`config.mk`:
```
export PLATFORM = sky130hd
export DESIGN_NAME = step_receiver
export DESIGN_NICKNAME = d
export VERILOG_FILES = /design/src/rtl/step_receiver.sv
export SDC_FILE = /design/constraint.sdc
export NUM_CORES = 1
export LEC_CHECK = 0
export ABC_CLOCK_PERIOD_IN_PS = 10800
export CORE_ASPECT_RATIO = 0.6
export CORE_MARGIN = 3
export CORE_UTILIZATION = 43
export CTS_CLUSTER_DIAMETER = 100
export CTS_CLUSTER_SIZE = 40
export DETAILED_ROUTE_END_ITERATION = 8
export GPL_TIMING_DRIVEN = 1
export PLACE_DENSITY = 0.59
export RECOVER_POWER = 25
export SLEW_MARGIN = 20
export SYNTH_ARGS = -nofsm -noshare
export SYNTH_HDL_FRONTEND = slang
export SYNTH_SLANG_ARGS = --single-unit
```
`constraint.sdc`:
```
create_clock -name sysclk -period 10.8 [get_ports sysclk]
set_input_delay 2.16 -clock sysclk [delete_from_list [all_inputs] [get_ports sysclk]]
set_output_delay 2.16 -clock sysclk [all_outputs]
set_load 0.01 [all_outputs]
```
`src/rtl/step_receiver.sv`:
```
// step_receiver: six-axis step/direction receiver.
// Synchronises the PU/DR/MF/Stop pulse interface, tracks absolute position
// per axis (0..POS_MAX), frames step bursts into moves, and reads back the
// selected axis position as three BCD digits plus its last move length.
module step_receiver #(
    parameter int NAXIS    = 6,
    parameter int IDLE_CYC = 200,
    parameter int POS_MAX  = 999
) (
    input  logic             sysclk,
    input  logic             rst,
    input  logic [NAXIS-1:0] PU,
    input  logic [NAXIS-1:0] DR,
    input  logic [NAXIS-1:0] MF,
    input  logic [NAXIS-1:0] Stop,
    input  logic [2:0]       Sel,
    output logic [3:0]       PosValue0,
    output logic [3:0]       PosValue1,
    output logic [3:0]       PosValue2,
    output logic [9:0]       LastSteps,
    output logic [NAXIS-1:0] Moving,
    output logic [NAXIS-1:0] Done,
    output logic [NAXIS-1:0] Homed,
    output logic [NAXIS-1:0] Fault
);

    localparam int              TIMER_W   = $clog2(IDLE_CYC);
    localparam logic [TIMER_W-1:0] IDLE_LAST = TIMER_W'(IDLE_CYC - 1);
    localparam logic [9:0]      POS_TOP   = 10'(POS_MAX);
    localparam logic [9:0]      CNT_TOP   = 10'h3FF;

    // Moving mirrors the state register, so the move FSM state is visible
    // on the Moving output without an extra debug port.
    typedef enum logic {ST_IDLE = 1'b0, ST_MOVING = 1'b1} state_t;

    logic [NAXIS-1:0] pu_s1, pu_s2, pu_s3;
    logic [NAXIS-1:0] dr_s1, dr_s2;
    logic [NAXIS-1:0] mf_s1, mf_s2;
    logic [NAXIS-1:0] stop_s1, stop_s2;

    logic [NAXIS-1:0] step_evt;
    logic [NAXIS-1:0] accept;

    logic [9:0]         pos        [NAXIS];
    logic [9:0]         count      [NAXIS];
    logic [9:0]         last_steps [NAXIS];
    logic [TIMER_W-1:0] timer      [NAXIS];
    state_t             state      [NAXIS];

    logic [9:0]  sel_pos;
    logic [9:0]  sel_last;
    logic [11:0] sel_bcd;

    // Double dabble: 10-bit binary to three BCD digits (input never exceeds 999).
    function automatic logic [11:0] bin2bcd(input logic [9:0] bin);
        logic [21:0] sh;
        sh = {12'd0, bin};
        for (int k = 0; k < 10; k++) begin
            for (int d = 0; d < 3; d++) begin
                if (sh[10+4*d +: 4] > 4'd4) begin
                    sh[10+4*d +: 4] = sh[10+4*d +: 4] + 4'd3;
                end
            end
            sh = sh << 1;
        end
        return sh[21:10];
    endfunction

    // Two-flop synchronisers on all inputs; PU gets a third flop for edge detect.
    always_ff @(posedge sysclk or negedge rst) begin
        if (!rst) begin
            pu_s1   <= '0;
            pu_s2   <= '0;
            pu_s3   <= '0;
            dr_s1   <= '0;
            dr_s2   <= '0;
            mf_s1   <= '0;
            mf_s2   <= '0;
            stop_s1 <= '0;
            stop_s2 <= '0;
        end else begin
            pu_s1   <= PU;
            pu_s2   <= pu_s1;
            pu_s3   <= pu_s2;
            dr_s1   <= DR;
            dr_s2   <= dr_s1;
            mf_s1   <= MF;
            mf_s2   <= mf_s1;
            stop_s1 <= Stop;
            stop_s2 <= stop_s1;
        end
    end

    // A step counts only when the axis is energised and no Stop wins the cycle.
    assign step_evt = pu_s2 & ~pu_s3;
    assign accept   = step_evt & ~mf_s2 & ~stop_s2;

    // Position tracking with limit faults; Stop zeroes position and clears Fault.
    always_ff @(posedge sysclk or negedge rst) begin
        if (!rst) begin
            for (int i = 0; i < NAXIS; i++) begin
                pos[i] <= '0;
            end
            Fault <= '0;
            Homed <= '0;
        end else begin
            for (int i = 0; i < NAXIS; i++) begin
                if (stop_s2[i]) begin
                    pos[i]   <= '0;
                    Fault[i] <= 1'b0;
                    Homed[i] <= 1'b1;
                end else if (accept[i]) begin
                    if (dr_s2[i]) begin
                        if (pos[i] == POS_TOP) Fault[i] <= 1'b1;
                        else                   pos[i]   <= pos[i] + 10'd1;
                    end else begin
                        if (pos[i] == 10'd0) Fault[i] <= 1'b1;
                        else                 pos[i]   <= pos[i] - 10'd1;
                    end
                end
            end
        end
    end

    // Per-axis move framing: a move closes after IDLE_CYC cycles with no step.
    always_ff @(posedge sysclk or negedge rst) begin
        if (!rst) begin
            for (int i = 0; i < NAXIS; i++) begin
                state[i]      <= ST_IDLE;
                count[i]      <= '0;
                timer[i]      <= '0;
                last_steps[i] <= '0;
            end
            Moving <= '0;
            Done   <= '0;
        end else begin
            for (int i = 0; i < NAXIS; i++) begin
                Done[i] <= 1'b0;
                case (state[i])
                    ST_IDLE: begin
                        if (accept[i]) begin
                            state[i]  <= ST_MOVING;
                            Moving[i] <= 1'b1;
                            count[i]  <= 10'd1;
                            timer[i]  <= '0;
                        end
                    end
                    ST_MOVING: begin
                        if (accept[i]) begin
                            if (count[i] != CNT_TOP) count[i] <= count[i] + 10'd1;
                            timer[i] <= '0;
                        end else if (timer[i] == IDLE_LAST) begin
                            state[i]      <= ST_IDLE;
                            Moving[i]     <= 1'b0;
                            last_steps[i] <= count[i];
                            Done[i]       <= 1'b1;
                        end else begin
                            timer[i] <= timer[i] + 1'b1;
                        end
                    end
                    default: begin
                        state[i]  <= ST_IDLE;
                        Moving[i] <= 1'b0;
                    end
                endcase
            end
        end
    end

    // Select the readback axis; out-of-range selects read as zero.
    always_comb begin
        sel_pos  = '0;
        sel_last = '0;
        for (int i = 0; i < NAXIS; i++) begin
            if (Sel == 3'(i)) begin
                sel_pos  = pos[i];
                sel_last = last_steps[i];
            end
        end
        sel_bcd = bin2bcd(sel_pos);
    end

    // Registered readback, one cycle behind Sel or position changes.
    always_ff @(posedge sysclk or negedge rst) begin
        if (!rst) begin
            PosValue0 <= '0;
            PosValue1 <= '0;
            PosValue2 <= '0;
            LastSteps <= '0;
        end else begin
            PosValue0 <= sel_bcd[11:8];
            PosValue1 <= sel_bcd[7:4];
            PosValue2 <= sel_bcd[3:0];
            LastSteps <= sel_last;
        end
    end

endmodule

```
==> impl_metrics.csv <==
group,metric,value,unit
pwr,p_per_area,156.6,nW/um2
floorplanning,start_util,44.12,%
logic_synthesis,syn_inst,1772,
setup_path,crit_start,"Sel[1]",
setup_path,worst-path-max-fanout,12,
placement,gp_congestion,0.8358,
pwr,p_total,0.002992,W
clocking,cts_setup_buffers,0,
setup_path,cp.arrival,10.14,ns
global_route,use_met3,2.316,%
timing,fin_crit_sh,89.91,%
drt,via_per_inst,5.482,
drt,drc,0,
layout,utilization,48.26,%
clocking,htree_levels,1,
logic_synthesis,ys.flop_type,"dfrtp_1",
drt,dr_total_vias,12894,
setup_path,endpoint_kind,"register",
global_route,grt_pass1_vias,12372,
drt,dr.pass1.iters,7,
placement,place_hpwl,29.24,mm
clocking,cts.clk_slew.worst_paths,0.14,ns
layout,register_area,8358,um2
setup_path,cp_data_required_time,11.23,ns
run_status,failed_checks,"max-capacitance violations, max-slew violations",
global_route,grt_pass1_wl,65.68,mm
logic_synthesis,synthArstFlopShare,100.0,%
job,max_cap_violations,1,
setup_path,start_kind,"input pin",
floorplanning,io_pins,75,
pwr,p_leak,8.844,nW
drt,finalWirelength,39.50,mm
clocking,tritoncts,"done",
timing,worstMarginPinSlew,4.160,ns
drt,wl_per_cell,16.79,um
clocking,cts_sinks,334,
floorplanning,die_area,43160,um2
pwr,vdd_drop_max,0.1009,mV
timing,hold_violations,0,
timing,grt_setup_unrepaired,"no",
logic_synthesis,yosysWarnings,0,
logic_synthesis,synth_edf_count,0,
timing,fmax,0.1030,GHz
global_route,gr-usage-all-layers,18.48,%
global_route,grt-ovfl-total,0,
logic_synthesis,ys_ff_latch,334,
global_route,antenna_found_initial,0,
global_route,met1_usage,29.93,%
logic_synthesis,ys_seq_area_share,47.85,%
drt,ant_nets,0,
floorplanning,rows,56,
hold_path,hp-class,"register to register",
placement,portBuffers,74,
clocking,cts_root_buf,"clkbuf_16",
timing,slew_headroom,-177.3,%
timing,final-setup-viol-count,0,
layout,drive_above_1_share,5.137,%
logic_synthesis,syn_area,17470,um2
floorplanning,core-area,39590,um2
floorplanning,die_x,266.2,um
clocking,cts-buffers-inserted,12,
global_route,grtUsageMet2,26.77,%
clocking,cts-hold-fix-buffers,0,
setup_path,r2r_slack,3.22,ns
timing,clock-skew-final,0.01633,ns
timing,finalCriticalPeriod,9.711,ns
timing,setup_tns,0,ns
logic_synthesis,syn_nets,1887,
global_route,grt_max_degree,133,
logic_synthesis,avgSynthCellArea,9.858,um2
clocking,clk-insertion-delay-late,0.53,ns
layout,n_antenna_cell,0,
timing,final-max-slew-violation-count,75,
floorplanning,die_h,162.1,um
logic_synthesis,synthDistinctLibCells,91,
layout,design_area,19110,um2
layout,fill_cells,3664,
placement,placed_cell_area,18770,um2
run_status,status,"finished, violations left",
layout,multi_input_comb_area,8640,um2
hold_path,worst_hold_startpoint,"mf_s1[3]$_DFF_PN0_",
layout,finish.net_count,1944,
clocking,clock_path_buffers,3,
layout,areaGrowthSynthToFinish,9.383,%
setup_path,r2r-start,"pos[18]$_DFFE_PN0P_",
clocking,post_cts_resized,0,
setup_path,path_class,"input pin to register",
global_route,globalRoute.busiestLayer,"met1",
drt,drtIter0Drc,1017,
power by group:
| group | switching [W] | total, W | internal [W] |
|---|---|---|---|
| combinational | 0.000453 | 0.000835 | 0.000381 |
| sequential | 0.000147 | 0.00154 | 0.00139 |
| clock | 0.000391 | 0.000618 | 0.000227 |
worst max-delay path, cell delays in order:
cell	delay, ns
clkdlybuf4s50_1	0.66
nor2b_1	0.60
o21ai_1	0.21
a22oi_1	0.20
a21oi_1	0.08
ha_1	0.21
inv_1	0.08
ha_1	0.30
inv_1	0.18
mux2_2	0.33
a31o_2	0.24
o2111ai_1	0.34
xor2_1	0.12
ha_1	0.33
or4_1	0.57
nand3_1	0.23
mux2_2	0.42
o21ai_0	0.22
xnor2_1	0.18
inv_1	0.11
a21boi_0	0.24
mux2i_1	0.69
a22oi_1	0.24
ha_1	0.36
maj3_1	0.38
o221a_2	0.30
xor2_1	0.15
stage by stage:
stage,setup slack (ns),hold slack [ns],cells
after floorplan,1.854,0.3312,1772
after global placement,0.9339,0.3333,2337
after detailed placement,0.5524,0.3347,2337
after CTS,1.080,0.3669,2352
after global routing,0.4744,0.3723,2352
final,1.089,0.3614,2352
placed cells by master, fill, tap and decap left out, types with 7 or more instances in the layout:
| cell type | Yosys | final |
|---|---|---|
| nor2_1 | 167 | 167 |
| and3_1 | 21 | 21 |
| inv_1 | 69 | 69 |
| o21a_1 | 8 | 8 |
| dlygate4sd3_1 | 0 | 16 |
| nor2b_1 | 19 | 19 |
| buf_4 | 1 | 10 |
| ha_1 | 80 | 80 |
| o21bai_1 | 22 | 22 |
| nand2_1 | 250 | 250 |
| o221ai_1 | 10 | 10 |
| nor3_1 | 22 | 22 |
| xor2_1 | 78 | 78 |
| or2_2 | 14 | 14 |
| clkbuf_16 | 0 | 13 |
| a211oi_1 | 7 | 7 |
| clkdlybuf4s50_1 | 0 | 56 |
| o31ai_1 | 11 | 11 |
| nand3_1 | 58 | 58 |
| and2_1 | 10 | 10 |
| dfrtp_1 | 334 | 334 |
| mux2i_1 | 46 | 46 |
| xnor2_1 | 58 | 58 |
| nor4_1 | 25 | 25 |
| a21o_1 | 32 | 32 |
| o21ai_0 | 92 | 92 |
| a211o_1 | 7 | 7 |
| nand2b_1 | 14 | 14 |
| or3_1 | 12 | 12 |
| nand4_1 | 37 | 37 |
| a21oi_1 | 85 | 85 |
| mux2_2 | 26 | 26 |
cell type report:
type                            count  share of cell area [%]
Clock buffer                       13                   1.703
Timing Repair Buffer               87                   4.355
Inverter                           72                   1.414
Sequential cell                   334                   43.74
Clock inverter                      2                  0.1506
Multi-Input combinational cell   1322                   45.22
Tap cell                          522                   3.418
routing by layer:
layer / vias to the layer above / share of wire (%)
met3: 22 / 4.0
met5: - / 0
met4: 0 / 1.1
li1: 6320 / -
met2: 238 / 41
met1: 6314 / 53
path summary, 6_finish.rpt:
check                                    endpoint  cells past startpoint
max reg2reg                PosValue1[1]$_DFF_PN0_                     26
max                        PosValue1[1]$_DFF_PN0_                     27
max in group asynchronous   timer[19]$_DFFE_PN0P_                      2
min                            mf_s2[3]$_DFF_PN0_                      0
min reg2reg                    mf_s2[3]$_DFF_PN0_                      0
min in group asynchronous    stop_s1[1]$_DFF_PN0_                      1
synth_stat cells (33+ instances only):
library cell | n | area [um2]
inv_1 | 69 | 259.0
o21ai_0 | 92 | 460.4
ha_1 | 80 | 1001
dfrtp_1 | 334 | 8358
clkbuf_1 | 33 | 123.9
nor2_1 | 167 | 626.9
xor2_1 | 78 | 683.2
nand3_1 | 58 | 290.3
xnor2_1 | 58 | 508.0
a21oi_1 | 85 | 425.4
nand2_1 | 250 | 938.4
mux2i_1 | 46 | 460.4
nand4_1 | 37 | 231.5
logic make-up (layout without fill, tap and decap cells):
group | after synthesis | after routing | share of synthesized area (%)
XOR/XNOR | 137 | 137 | 6.912
AND/OR/NAND/NOR | 677 | 677 | 18.06
multiplexers | 80 | 80 | 5.078
adder cells (fa/ha/maj) | 87 | 87 | 6.475
buffers and inverters | 116 | 174 | 2.693
AO/OA/AOI/OAI | 341 | 341 | 12.93
flip-flops | 334 | 334 | 47.85
registers in the layout, summed over array words and instances, names as in the netlist, 10 cells and up:
register	count
timer	48
pos	60
LastSteps	10
last_steps	60
count	60
Note: power is estimated with default switching activity, not from simulation.
